[src/rtl/vpu_operand_fetch_seq_if.sv]
// Handshake bundle between the request FIFO, the SRAM read ports and the
// execution stage for the VPU operand fetch sequencer.
interface vpu_operand_fetch_seq_if #(
    parameter int SRC_CNT  = 3,
    parameter int ADDR_W   = 32,
    parameter int OPC_W    = 8,
    parameter int BANK_LG2 = 2,
    parameter int ROW_LG2  = 10,
    parameter int DLY_W    = 3,
    parameter int CNT_W    = 16
);
    logic                                in_valid;
    logic                                in_ready;
    logic [OPC_W+(SRC_CNT+1)*ADDR_W-1:0] in_instr;
    logic [SRC_CNT-1:0]                  rd_valid;
    logic [SRC_CNT*BANK_LG2-1:0]         rd_bank;
    logic [SRC_CNT*ROW_LG2-1:0]          rd_row;
    logic                                rd_ready;
    logic                                op_valid;
    logic                                op_ready;
    logic [OPC_W-1:0]                    op_opcode;
    logic [1:0]                          op_src_cnt;
    logic [DLY_W-1:0]                    op_delay;
    logic [BANK_LG2-1:0]                 op_dst_bank;
    logic [ROW_LG2-1:0]                  op_dst_row;
    logic                                err_illegal;
    logic [CNT_W-1:0]                    conflict_cnt;

    modport slave (
        input  in_valid, in_instr, rd_ready, op_ready,
        output in_ready, rd_valid, rd_bank, rd_row, op_valid, op_opcode,
               op_src_cnt, op_delay, op_dst_bank, op_dst_row, err_illegal,
               conflict_cnt
    );

    modport master (
        output in_valid, in_instr, rd_ready, op_ready,
        input  in_ready, rd_valid, rd_bank, rd_row, op_valid, op_opcode,
               op_src_cnt, op_delay, op_dst_bank, op_dst_row, err_illegal,
               conflict_cnt
    );
endinterface

[src/rtl/vpu_operand_fetch_seq.sv]
// VPU operand fetch sequencer: decodes one instruction, issues bank-conflict-free
// groups of SRAM source reads, then presents the decoded op to the exec stage.
module vpu_operand_fetch_seq #(
    parameter int SRC_CNT    = 3,
    parameter int ADDR_W     = 32,
    parameter int OPC_W      = 8,
    parameter int BANK_CNT   = 4,
    parameter int BANK_DEPTH = 1024,
    parameter int DATA_W     = 512,
    parameter int DLY_W      = 3,
    parameter int CNT_W      = 16
) (
    input logic                   clk,
    input logic                   rst,
    vpu_operand_fetch_seq_if.slave bus
);
    localparam int BANK_LG2 = $clog2(BANK_CNT);
    localparam int ROW_LG2  = $clog2(BANK_DEPTH);
    localparam int DW_LG2   = $clog2(DATA_W);
    localparam int BANK_LSB = DW_LG2;
    localparam int ROW_LSB  = DW_LG2 + BANK_LG2;
    localparam int INSTR_W  = OPC_W + (SRC_CNT + 1) * ADDR_W;

    localparam logic [1:0] S_IDLE   = 2'd0;
    localparam logic [1:0] S_ISSUE  = 2'd1;
    localparam logic [1:0] S_OP_OUT = 2'd2;

    typedef struct packed {
        logic             legal;
        logic [1:0]       src_cnt;
        logic [DLY_W-1:0] delay;
    } dec_t;

    function automatic logic [BANK_LG2-1:0] addr_bank(input logic [ADDR_W-1:0] a);
        return a[BANK_LSB +: BANK_LG2];
    endfunction

    function automatic logic [ROW_LG2-1:0] addr_row(input logic [ADDR_W-1:0] a);
        return a[ROW_LSB +: ROW_LG2];
    endfunction

    function automatic dec_t decode_opc(input logic [OPC_W-1:0] opc);
        dec_t d;
        d.legal   = 1'b1;
        d.src_cnt = 2'd0;
        d.delay   = '0;
        case (opc)
            OPC_W'(8'h01): begin d.src_cnt = 2'd2; d.delay = DLY_W'(3'd2); end
            OPC_W'(8'h02): begin d.src_cnt = 2'd2; d.delay = DLY_W'(3'd2); end
            OPC_W'(8'h03): begin d.src_cnt = 2'd2; d.delay = DLY_W'(3'd3); end
            OPC_W'(8'h04): begin d.src_cnt = 2'd2; d.delay = DLY_W'(3'd6); end
            OPC_W'(8'h05): begin d.src_cnt = 2'd3; d.delay = DLY_W'(3'd4); end
            OPC_W'(8'h06): begin d.src_cnt = 2'd1; d.delay = DLY_W'(3'd5); end
            OPC_W'(8'h07): begin d.src_cnt = 2'd1; d.delay = DLY_W'(3'd5); end
            OPC_W'(8'h08): begin d.src_cnt = 2'd2; d.delay = DLY_W'(3'd1); end
            OPC_W'(8'h09): begin d.src_cnt = 2'd3; d.delay = DLY_W'(3'd2); end
            OPC_W'(8'h0A): begin d.src_cnt = 2'd2; d.delay = DLY_W'(3'd3); end
            OPC_W'(8'h0B): begin d.src_cnt = 2'd3; d.delay = DLY_W'(3'd5); end
            OPC_W'(8'h0C): begin d.src_cnt = 2'd1; d.delay = DLY_W'(3'd7); end
            default:       begin d.legal   = 1'b0; end
        endcase
        return d;
    endfunction

    function automatic logic [SRC_CNT-1:0] used_mask(input logic [1:0] n);
        logic [SRC_CNT-1:0] m;
        m = '0;
        for (int i = 0; i < SRC_CNT; i++) begin
            m[i] = (i < int'(n)) ? 1'b1 : 1'b0;
        end
        return m;
    endfunction

    // Greedy in index order: lowest pending source always wins its bank,
    // later sources join only if their bank is still free this cycle.
    function automatic logic [SRC_CNT-1:0] select_group(
        input logic [SRC_CNT-1:0]          pend,
        input logic [SRC_CNT*BANK_LG2-1:0] banks
    );
        logic [SRC_CNT-1:0]  g;
        logic [BANK_CNT-1:0] used;
        logic [BANK_LG2-1:0] b;
        g    = '0;
        used = '0;
        for (int i = 0; i < SRC_CNT; i++) begin
            b = banks[i*BANK_LG2 +: BANK_LG2];
            if (pend[i] && !used[b]) begin
                g[i]    = 1'b1;
                used[b] = 1'b1;
            end
        end
        return g;
    endfunction

    logic [1:0]                  r_state;
    logic [SRC_CNT-1:0]          r_pend;
    logic [SRC_CNT*BANK_LG2-1:0] r_src_bank;
    logic [SRC_CNT*ROW_LG2-1:0]  r_src_row;
    logic [SRC_CNT-1:0]          r_rd_valid;
    logic [SRC_CNT*BANK_LG2-1:0] r_rd_bank;
    logic [SRC_CNT*ROW_LG2-1:0]  r_rd_row;
    logic                        r_in_ready;
    logic                        r_op_valid;
    logic [OPC_W-1:0]            r_op_opcode;
    logic [1:0]                  r_op_src_cnt;
    logic [DLY_W-1:0]            r_op_delay;
    logic [BANK_LG2-1:0]         r_op_dst_bank;
    logic [ROW_LG2-1:0]          r_op_dst_row;
    logic                        r_err;
    logic [CNT_W-1:0]            r_cnt;

    logic [OPC_W-1:0]            w_opc;
    logic [ADDR_W-1:0]           w_dst_addr;
    dec_t                        w_dec;
    logic                        w_accept;
    logic                        w_illegal;
    logic                        w_issue_done;
    logic [1:0]                  w_state_nxt;
    logic [SRC_CNT-1:0]          w_pend_nxt;
    logic [SRC_CNT*BANK_LG2-1:0] w_in_bank;
    logic [SRC_CNT*ROW_LG2-1:0]  w_in_row;
    logic [SRC_CNT*BANK_LG2-1:0] w_bank_nxt;
    logic [SRC_CNT*ROW_LG2-1:0]  w_row_nxt;
    logic [SRC_CNT-1:0]          w_grp_nxt;
    logic [SRC_CNT*BANK_LG2-1:0] w_rd_bank_nxt;
    logic [SRC_CNT*ROW_LG2-1:0]  w_rd_row_nxt;

    assign w_opc      = bus.in_instr[INSTR_W-1 -: OPC_W];
    assign w_dst_addr = bus.in_instr[ADDR_W-1:0];
    assign w_dec      = decode_opc(w_opc);

    // Split the incoming source addresses into per-port bank/row fields.
    always_comb begin
        w_in_bank = '0;
        w_in_row  = '0;
        for (int i = 0; i < SRC_CNT; i++) begin
            w_in_bank[i*BANK_LG2 +: BANK_LG2] = addr_bank(bus.in_instr[(i+1)*ADDR_W +: ADDR_W]);
            w_in_row[i*ROW_LG2 +: ROW_LG2]    = addr_row(bus.in_instr[(i+1)*ADDR_W +: ADDR_W]);
        end
    end

    assign w_accept     = (r_state == S_IDLE) && bus.in_valid && w_dec.legal;
    assign w_illegal    = (r_state == S_IDLE) && bus.in_valid && !w_dec.legal;
    assign w_issue_done = (r_state == S_ISSUE) && bus.rd_ready;

    // Next-state and pending-mask update.
    always_comb begin
        w_state_nxt = r_state;
        w_pend_nxt  = r_pend;
        case (r_state)
            S_IDLE: begin
                if (w_accept) begin
                    w_state_nxt = S_ISSUE;
                    w_pend_nxt  = used_mask(w_dec.src_cnt);
                end else begin
                    w_state_nxt = S_IDLE;
                end
            end
            S_ISSUE: begin
                if (bus.rd_ready) begin
                    w_pend_nxt  = r_pend & ~r_rd_valid;
                    w_state_nxt = (w_pend_nxt == '0) ? S_OP_OUT : S_ISSUE;
                end else begin
                    w_state_nxt = S_ISSUE;
                end
            end
            S_OP_OUT: begin
                if (bus.op_ready) begin
                    w_state_nxt = S_IDLE;
                end else begin
                    w_state_nxt = S_OP_OUT;
                end
            end
            default: begin
                w_state_nxt = S_IDLE;
                w_pend_nxt  = '0;
            end
        endcase
    end

    // The group for the coming cycle is precomputed so rd_* leave a register;
    // a new instruction's banks are used in the cycle it is accepted.
    always_comb begin
        w_bank_nxt    = w_accept ? w_in_bank : r_src_bank;
        w_row_nxt     = w_accept ? w_in_row  : r_src_row;
        w_grp_nxt     = '0;
        w_rd_bank_nxt = '0;
        w_rd_row_nxt  = '0;
        if (w_state_nxt == S_ISSUE) begin
            w_grp_nxt = select_group(w_pend_nxt, w_bank_nxt);
        end else begin
            w_grp_nxt = '0;
        end
        for (int i = 0; i < SRC_CNT; i++) begin
            if (w_grp_nxt[i]) begin
                w_rd_bank_nxt[i*BANK_LG2 +: BANK_LG2] = w_bank_nxt[i*BANK_LG2 +: BANK_LG2];
                w_rd_row_nxt[i*ROW_LG2 +: ROW_LG2]    = w_row_nxt[i*ROW_LG2 +: ROW_LG2];
            end else begin
                w_rd_bank_nxt[i*BANK_LG2 +: BANK_LG2] = '0;
                w_rd_row_nxt[i*ROW_LG2 +: ROW_LG2]    = '0;
            end
        end
    end

    // Sequencer state, latched instruction fields and registered outputs.
    always_ff @(posedge clk) begin
        if (rst) begin
            r_state       <= S_IDLE;
            r_pend        <= '0;
            r_src_bank    <= '0;
            r_src_row     <= '0;
            r_rd_valid    <= '0;
            r_rd_bank     <= '0;
            r_rd_row      <= '0;
            r_in_ready    <= 1'b1;
            r_op_valid    <= 1'b0;
            r_op_opcode   <= '0;
            r_op_src_cnt  <= 2'd0;
            r_op_delay    <= '0;
            r_op_dst_bank <= '0;
            r_op_dst_row  <= '0;
            r_err         <= 1'b0;
            r_cnt         <= '0;
        end else begin
            r_state    <= w_state_nxt;
            r_pend     <= w_pend_nxt;
            r_src_bank <= w_bank_nxt;
            r_src_row  <= w_row_nxt;
            r_rd_valid <= w_grp_nxt;
            r_rd_bank  <= w_rd_bank_nxt;
            r_rd_row   <= w_rd_row_nxt;
            r_in_ready <= (w_state_nxt == S_IDLE);
            r_op_valid <= (w_state_nxt == S_OP_OUT);
            r_err      <= w_illegal;
            if (w_accept) begin
                r_op_opcode   <= w_opc;
                r_op_src_cnt  <= w_dec.src_cnt;
                r_op_delay    <= w_dec.delay;
                r_op_dst_bank <= addr_bank(w_dst_addr);
                r_op_dst_row  <= addr_row(w_dst_addr);
            end
            if (w_issue_done && (w_pend_nxt != '0) && (r_cnt != '1)) begin
                r_cnt <= r_cnt + CNT_W'(1);
            end
        end
    end

    assign bus.in_ready     = r_in_ready;
    assign bus.rd_valid     = r_rd_valid;
    assign bus.rd_bank      = r_rd_bank;
    assign bus.rd_row       = r_rd_row;
    assign bus.op_valid     = r_op_valid;
    assign bus.op_opcode    = r_op_opcode;
    assign bus.op_src_cnt   = r_op_src_cnt;
    assign bus.op_delay     = r_op_delay;
    assign bus.op_dst_bank  = r_op_dst_bank;
    assign bus.op_dst_row   = r_op_dst_row;
    assign bus.err_illegal  = r_err;
    assign bus.conflict_cnt = r_cnt;
endmodule

[src/flat_wrapper.sv]
// flat-port wrapper written by rule: the top's interface ports become plain ports
module vpu_operand_fetch_seq_flat 
#(
    parameter int SRC_CNT    = 3,
    parameter int ADDR_W     = 32,
    parameter int OPC_W      = 8,
    parameter int BANK_CNT   = 4,
    parameter int BANK_DEPTH = 1024,
    parameter int DATA_W     = 512,
    parameter int DLY_W      = 3,
    parameter int CNT_W      = 16
)
  (clk, rst, bus_in_valid, bus_in_instr, bus_rd_ready, bus_op_ready, bus_in_ready, bus_rd_valid, bus_rd_bank, bus_rd_row, bus_op_valid, bus_op_opcode, bus_op_src_cnt, bus_op_delay, bus_op_dst_bank, bus_op_dst_row, bus_err_illegal, bus_conflict_cnt);
  vpu_operand_fetch_seq_if #(.SRC_CNT(SRC_CNT), .ADDR_W(ADDR_W), .OPC_W(OPC_W), .BANK_LG2(2), .ROW_LG2(10), .DLY_W(DLY_W), .CNT_W(CNT_W)) bus_i ();
  input logic clk;
  input logic rst;
  input wire logic [$bits(bus_i.in_valid)-1:0] bus_in_valid;
  input wire logic [$bits(bus_i.in_instr)-1:0] bus_in_instr;
  input wire logic [$bits(bus_i.rd_ready)-1:0] bus_rd_ready;
  input wire logic [$bits(bus_i.op_ready)-1:0] bus_op_ready;
  output wire logic [$bits(bus_i.in_ready)-1:0] bus_in_ready;
  output wire logic [$bits(bus_i.rd_valid)-1:0] bus_rd_valid;
  output wire logic [$bits(bus_i.rd_bank)-1:0] bus_rd_bank;
  output wire logic [$bits(bus_i.rd_row)-1:0] bus_rd_row;
  output wire logic [$bits(bus_i.op_valid)-1:0] bus_op_valid;
  output wire logic [$bits(bus_i.op_opcode)-1:0] bus_op_opcode;
  output wire logic [$bits(bus_i.op_src_cnt)-1:0] bus_op_src_cnt;
  output wire logic [$bits(bus_i.op_delay)-1:0] bus_op_delay;
  output wire logic [$bits(bus_i.op_dst_bank)-1:0] bus_op_dst_bank;
  output wire logic [$bits(bus_i.op_dst_row)-1:0] bus_op_dst_row;
  output wire logic [$bits(bus_i.err_illegal)-1:0] bus_err_illegal;
  output wire logic [$bits(bus_i.conflict_cnt)-1:0] bus_conflict_cnt;
  assign bus_i.in_valid = bus_in_valid;
  assign bus_i.in_instr = bus_in_instr;
  assign bus_i.rd_ready = bus_rd_ready;
  assign bus_i.op_ready = bus_op_ready;
  assign bus_in_ready = bus_i.in_ready;
  assign bus_rd_valid = bus_i.rd_valid;
  assign bus_rd_bank = bus_i.rd_bank;
  assign bus_rd_row = bus_i.rd_row;
  assign bus_op_valid = bus_i.op_valid;
  assign bus_op_opcode = bus_i.op_opcode;
  assign bus_op_src_cnt = bus_i.op_src_cnt;
  assign bus_op_delay = bus_i.op_delay;
  assign bus_op_dst_bank = bus_i.op_dst_bank;
  assign bus_op_dst_row = bus_i.op_dst_row;
  assign bus_err_illegal = bus_i.err_illegal;
  assign bus_conflict_cnt = bus_i.conflict_cnt;
  vpu_operand_fetch_seq #(.SRC_CNT(SRC_CNT), .ADDR_W(ADDR_W), .OPC_W(OPC_W), .BANK_CNT(BANK_CNT), .BANK_DEPTH(BANK_DEPTH), .DATA_W(DATA_W), .DLY_W(DLY_W), .CNT_W(CNT_W)) u_core (.clk(clk), .rst(rst), .bus(bus_i));
endmodule
[config.mk]
export PLATFORM = sky130hd
export DESIGN_NAME = vpu_operand_fetch_seq_flat
export DESIGN_NICKNAME = d
export VERILOG_FILES = /design/src/rtl/vpu_operand_fetch_seq_if.sv /design/src/rtl/vpu_operand_fetch_seq.sv /design/src/flat_wrapper.sv
export SDC_FILE = /design/constraint.sdc
export NUM_CORES = 1
export LEC_CHECK = 0
export CAP_MARGIN = 20
export CORE_ASPECT_RATIO = 2
export CORE_MARGIN = 2
export CORE_UTILIZATION = 35
export CTS_CLUSTER_DIAMETER = 120
export DETAILED_ROUTE_END_ITERATION = 16
export PLACE_DENSITY = 0.79
export SLEW_MARGIN = 20
export SYNTH_ARGS = -nofsm -noshare
export SYNTH_HDL_FRONTEND = slang
export SYNTH_SLANG_ARGS = --single-unit
[constraint.sdc]
create_clock -name clk -period 3.2 [get_ports clk]
set_input_delay 0.8 -clock clk [delete_from_list [all_inputs] [get_ports clk]]
set_output_delay 0.8 -clock clk [all_outputs]
set_load 0.005 [all_outputs]
==> results.py, run 1 <==
metrics = {
    "timing": {
        "drv_slew": 0,
        "setup_tns_ns": 0,
        "finalCritPeriodShare_pct": 98.5,
        "max_freq_mhz": 317,
        "finalHoldViolCount": 0,
        "whs_ns": 0.450,
        "layout_min_cycle_time_ns": 3.15,
        "finClkSkew_ns": 0.0113,
        "slew_headroom_pct": 36.5,
        "worst_pin_slew_ns": 0.953,
        "setup_viol": 0,
    },
    "finish": {
        "nFillCells": 1203,
        "drive_gt1_share_pct": 17.1,
        "diodes": 0,
        "areaGrowthSynthToFinish_pct": 57.2,
        "seq_area_um2": 2480,
        "final_nets": 851,
        "multiInputGateArea_um2": 2380,
        "final_common_cell": "clkdlybuf4s50_1",
        "instances_no_fill": 910,
        "layout_common_cells": "138 x clkdlybuf4s50_1, 124 x dfxtp_1, 85 x nor2_1",
    },
    "routing": {
        "maxUsedRoutingLayer": "met4",
        "post_drt_wl_per_cell_um": 15.6,
        "firstDrtPassIters": 4,
        "drc_errors": 0,
        "final_antenna_net_count": 0,
        "vias": 4497,
        "route.met3.wl_um": 626,
        "totalWireLength_um": 14200,
        "viasPerCell": 4.94,
        "wl_met1_um": 5560,
        "wl_met2_um": 7610,
        "dr.first_iter.drc_count": 213,
    },
    "critical_path": {
        "path_max_fanout": 6,
        "r2r_start": "u_core.r_state[0]",
        "cp-start-kind": "input pin",
        "crit_buf_inv": 3,
        "path_depth": 9,
        "rr_worst_depth": 7,
        "ff2ff_setup_slack_ns": 0.63,
        "cp.required_ns": 3.52,
        "cpMostUsedCell": "or4_4",
        "critPathTopFamily": "simple AND/OR/NAND/NOR gates",
        "cp-end-kind": "flip-flop",
        "cp_slowest_stage_delay_ns": 0.51,
        "cp.arrival_ns": 3.47,
        "path_class": "input pin to flip-flop",
        "crit_slowest_cell": "or4_4",
        "worstPathCellList": "clkdlybuf4s50_1 -> or4_4 -> or4_4 -> buf_12 -> mux2_4 -> o32ai_2 -> a21oi_2 -> clkbuf_16 -> nor4_2",
        "r2r_end": "u_core.bus.conflict_cnt[15]",
    },
    "synth": {
        "synth-async-reset-ratio_pct": 0,
        "syn_inst": 528,
        "synth_top_cell_area_share_pct": 50.6,
        "synth_area_um2": 4900,
        "ys_warn_count": 0,
        "ys_top_cells_by_area": "dfxtp_1 51%, mux2i_1 8.6%, nor2_1 6.6%",
        "synth_edf_count": 0,
        "ys_types": 62,
        "yosys.area.top_type": "dfxtp_1",
        "synth_fp_nets": 670,
        "synth_ff_type": "dfxtp_1",
        "ys_seq_area_share_pct": 50.6,
        "synth-seq-cells": 124,
        "avgSynthCellArea_um2": 9.29,
    },
    "floorplan": {
        "coreArea_um2": 13800,
        "initial_core_util_pct": 35.5,
        "pin_count": 224,
        "fp-row-count": 61,
        "die-area_um2": 15000,
        "die_h_um": 171,
        "die_w_um": 87.7,
    },
    "pwr": {
        "p_per_area_nw_per_um2": 495,
        "power_frac_clock_pct": 53.5,
        "leakagePower_nw": 3.04,
        "switching_power_mw": 0.819,
        "peakVddDrop_mv": 0.423,
        "p_total_mw": 3.82,
        "p_seq_share_pct": 40.8,
        "power_frac_comb_pct": 5.7,
        "power_switching_share_pct": 21.4,
        "intPower_mw": 3.00,
    },
    "global_routing": {
        "antenna_found_initial": 0,
        "grt_first_pass_wirelength_um": 20700,
        "overflow": 0,
        "globalRouteTotalUtil_pct": 17.8,
        "grt_pass1_vias": 4268,
        "grt_max_degree": 85,
    },
    "place": {
        "io_buffers": 143,
        "dpl.hpwl_um": 9280,
        "place_congestion": 0.810,
        "dp.cells": 869,
    },
    "clock_network": {
        "cts_sinks": 124,
        "numCtsBuffers": 17,
        "hold_buffers": 0,
        "cts_tree": "done",
        "cts_buffer_depth": 2,
        "root_buffer": "clkbuf_16",
        "path_clk_slew_ns": 0.06,
        "ctsHtreeMaxLevel": 4,
        "insertion_delay_ns": 0.41,
    },
    "job": {
        "maxCapViolations": 0,
    },
    "min_path": {
        "holdPathStages": 2,
        "holdCritPathClass": "flip-flop to flip-flop",
        "hold_start": "u_core.bus.op_dst_row[5]",
        "hold_end": "u_core.bus.op_dst_row[5]",
    },
    "status": {
        "status": "completed",
    },
}
-- metrics by stage --
stage | util [%] | cell area [um^2] | setup slack (ns)
finish | 55.8 | 7710 | 0.0468
global route | 55.8 | 7710 | -0.000830
CTS | 53.8 | 7430 | 0.00179
detailed placement | 48.9 | 6760 | -0.708
global placement | 48.9 | 6760 | -0.691
floorplan | - | 4920 | 0.0169
-- per-layer routing --
metal	track usage (%)	up-vias
met2	30.8	143
met4	9.16	0
met1	19.6	2120
met5	0	-
met3	4.51	22
li1	-	2212
-- flip-flops by register name, indices dropped and copies added, names as in the netlist, 6 cells and up --
signal and count:
u_core.bus.conflict_cnt 16, u_core.bus.op_dst_row 10, u_core.bus.rd_row 30, u_core.r_src_row 30, u_core.bus.rd_bank 6, u_core.r_src_bank 6
u_core.bus.op_opcode 8
-- layout make-up --
type	instances	share of cell area, %
Clock buffer	18	5.70
Clock inverter	13	2.48
Inverter	12	0.584
Multi-Input combinational cell	358	30.9
Sequential cell	124	32.2
Tap cell	189	3.07
Timing Repair Buffer	196	25.1
-- power by group through the flow --
stage / clock (mW) / combinational, mW / sequential [mW]
global route: 2.15 / 0.232 / 1.56
floorplan: 0 / 0.0774 / 1.59
finish: 2.04 / 0.216 / 1.56
global placement: 0 / 0.195 / 1.59
CTS: 2.09 / 0.200 / 1.56
detailed placement: 0 / 0.198 / 1.59
-- worst max path at each step --
stage                                  from                      to  slack, ns
after floorplan           bus_in_instr[135]   u_core.bus.rd_row[14]       0.02
after global placement    bus_in_instr[135]   u_core.bus.rd_row[21]      -0.69
after detailed placement  bus_in_instr[135]  u_core.bus.rd_valid[2]      -0.71
after global routing      bus_in_instr[135]   u_core.bus.rd_row[27]    -0.0008
after CTS                 bus_in_instr[135]   u_core.bus.rd_row[21]      0.002
final                     bus_in_instr[135]   u_core.bus.rd_row[27]       0.05
-- cells by family after synthesis --
group                    count (synthesis)  synth area share, %
AO/OA/AOI/OAI                           77                 10.2
AND/OR/NAND/NOR                        226                 23.8
flip-flops                             124                 50.6
buffers and inverters                   47                 4.18
XOR/XNOR                                 7                 1.25
adder cells (fa/ha/maj)                  1                0.255
multiplexers                            46                 9.64
-- worst register-to-register path: stages, from the launching register on --
cell and delay (ns):
dfxtp_1 0.32, buf_4 0.16, a21boi_0 0.44, and2_1 0.23, a221oi_1 0.07, or3_1 0.55, or4_1 0.56, a21oi_1 0.16
-- synthesized netlist by cell type (all sizes together), types with 3 or more instances --
cell	count
dfxtp	124
o21ai	6
or3	3
or2	3
nor2	86
o31ai	7
clkbuf	22
nand4	3
nor3	10
nor4	17
nand2	46
or4	10
buf	13
nand2b	10
inv	12
a21oi	40
and3	5
nand3	14
xnor2	5
mux2i	42
mux2	4
nor3b	6
-- repair_timing --
action                     CTS  global route
pin swaps                    1             9
resized for setup            9            28
setup endpoints to repair   24            23
buffers inserted             0             7
cloned                       0             3
Power figures use the tool's default switching activity.
==> run 2, diff against run 1 <==
--- a/config.mk
+++ b/config.mk
@@ -6,7 +6,6 @@
 export NUM_CORES = 1
 export LEC_CHECK = 0
 export CAP_MARGIN = 20
-export CORE_ASPECT_RATIO = 2
 export CORE_MARGIN = 2
 export CORE_UTILIZATION = 35
 export CTS_CLUSTER_DIAMETER = 120
==> run 2 against run 1 <==
Against the previous run: via count shrank 2.5%; die area shrank 0.38%; maximum frequency is essentially flat; worst hold slack gained 0.0026 ns; sequential cell count is the same; count of clock-buffer cells in the layout grew 5; register-to-register slack lost 0.07 ns; sequential share of layout area grew 0.94 points; power shrank 7.6%; global-route usage shrank 0.94 points; wire length shrank 12%; non-clock buffer count shrank 1.
==> results.py, run 2 (synthesis gave the netlist of run 1 again) <==
metrics = {
    "clock_network": {
        "root_buffer": "clkbuf_16",
        "cts_tree": "done",
        "cts_sinks": 124,
        "numCtsBuffers": 17,
        "cts_buffer_depth": 2,
        "ctsHtreeMaxLevel": 4,
        "insertion_delay_ns": 0.41,
        "path_clk_slew_ns": 0.06,
        "hold_buffers": 0,
    },
    "routing": {
        "viasPerCell": 4.87,
        "post_drt_wl_per_cell_um": 13.9,
        "vias": 4386,
        "drc_errors": 0,
        "dr.first_iter.drc_count": 228,
        "final_antenna_net_count": 0,
        "totalWireLength_um": 12500,
        "firstDrtPassIters": 4,
    },
    "critical_path": {
        "path_max_fanout": 11,
        "cp-start-kind": "input pin",
        "cp.required_ns": 3.52,
        "path_class": "input pin to flip-flop",
        "cp-end-kind": "flip-flop",
        "ff2ff_setup_slack_ns": 0.56,
        "cp.arrival_ns": 3.47,
    },
    "finish": {
        "areaGrowthSynthToFinish_pct": 52.7,
        "fin_area_um2": 7490,
        "fin_util_pct": 54.4,
        "drive_gt1_share_pct": 16.2,
        "final_common_cell": "clkdlybuf4s50_1",
        "final_nets": 850,
        "layout_common_cells": "140 x clkdlybuf4s50_1, 124 x dfxtp_1, 86 x nor2_1",
        "diodes": 0,
    },
    "timing": {
        "setup_viol": 0,
        "whs_ns": 0.452,
        "rsz0062_at_grt": "false",
        "finalCritPeriodShare_pct": 98.6,
        "worst_slack_ns": 0.0446,
        "max_freq_mhz": 317,
        "layout_min_cycle_time_ns": 3.16,
        "finalHoldViolCount": 0,
        "slew_headroom_pct": 48.9,
        "finClkSkew_ns": 0.00879,
        "worst_pin_slew_ns": 0.767,
        "drv_slew": 0,
    },
    "floorplan": {
        "die_h_um": 122,
        "die-area_um2": 15000,
        "die_w_um": 122,
        "pin_count": 224,
        "fp-row-count": 43,
        "coreArea_um2": 13800,
        "initial_core_util_pct": 35.6,
    },
    "pwr": {
        "p_per_area_nw_per_um2": 471,
        "p_total_mw": 3.53,
        "peakVddDrop_mv": 0.439,
        "leakagePower_nw": 2.96,
    },
    "global_routing": {
        "grt_first_pass_wirelength_um": 19700,
        "grt_pass1_vias": 4155,
        "grt.busiest_layer": "met2",
        "grt.met1_usage_pct": 20.5,
        "overflow": 0,
        "globalRouteTotalUtil_pct": 16.9,
        "groute.layer.met2.usage_pct": 27.0,
        "grtUsageMet3_pct": 7.06,
        "antenna_found_initial": 0,
        "grt_max_degree": 70,
    },
    "place": {
        "dpl.hpwl_um": 8570,
        "dp_worst_setup_slack_ns": -0.525,
        "place_area_um2": 6820,
        "place_congestion": 0.806,
        "io_buffers": 143,
    },
    "job": {
        "maxCapViolations": 0,
    },
    "min_path": {
        "holdCritPathClass": "flip-flop to flip-flop",
    },
    "status": {
        "status": "completed",
    },
}
[run 2: worst max-delay path: stages]
cell             delay [ns]
clkdlybuf4s50_1        0.42
or4_4                  0.55
or4_4                  0.60
mux2_4                 0.37
a211oi_4               0.26
nor3_4                 0.06
buf_12                 0.15
nor4_4                 0.25
[run 2: layout make-up]
type | instances | area (um^2)
inverters | 12 | 45.0
repair buffers | 195 | 1860
well taps | 180 | 225
flip-flops and latches | 124 | 2480
fillers | 1233 | 6280
clock buffers | 23 | 498
multi-input cells | 358 | 2320
clock inverters | 9 | 61.3
[run 2: metal layers]
metal	vias to the layer above	part of all wire, %	wire length, um
met2	112	48	6060
met1	2061	44	5550
met3	8	6.3	794
li1	2205	-	-
met4	0	0.95	119
met5	-	0	0
[run 2: worst paths after layout]
path	from	to	cells after the start
setup / recovery	bus_in_instr[135]	u_core.bus.rd_row[25]	8
hold / removal	u_core.bus.op_dst_bank[1]	u_core.bus.op_dst_bank[1]	2
setup reg to reg	u_core.r_state[0]	u_core.bus.rd_row[25]	7
hold reg to reg	u_core.bus.op_dst_bank[1]	u_core.bus.op_dst_bank[1]	2
[run 2: where the power goes]
group	switching (mW)	total [mW]	internal, mW
logic	0.0906	0.210	0.120
clock network	0.672	1.76	1.09
registers	0.00466	1.56	1.55
total	0.767	3.53	2.76
[run 2: per-stage QoR]
stage / TNS [ns] / cells
after global routing: 0 / 901
after global placement: -12.54 / 868
after CTS: 0 / 900
after floorplan: 0 / 528
final: 0 / 901
after detailed placement: -13.59 / 868
[run 2: what timing repair did]
action | CTS | global route
endpoints found under the setup margin | 24 | 23
cloned | 0 | 1
resized for setup | 3 | 18
hold endpoints to repair | 0 | 0
pin swaps | 1 | 5
buffers inserted | 0 | 1
==> run 3, diff against run 2 <==
--- a/config.mk
+++ b/config.mk
@@ -5,7 +5,7 @@
 export SDC_FILE = /design/constraint.sdc
 export NUM_CORES = 1
 export LEC_CHECK = 0
-export CAP_MARGIN = 20
+export CAP_MARGIN = 25
 export CORE_MARGIN = 2
 export CORE_UTILIZATION = 35
 export CTS_CLUSTER_DIAMETER = 120
==> results of run 3 <==
Same layout as run 2: the final DEF is identical, and so are final timing and power.
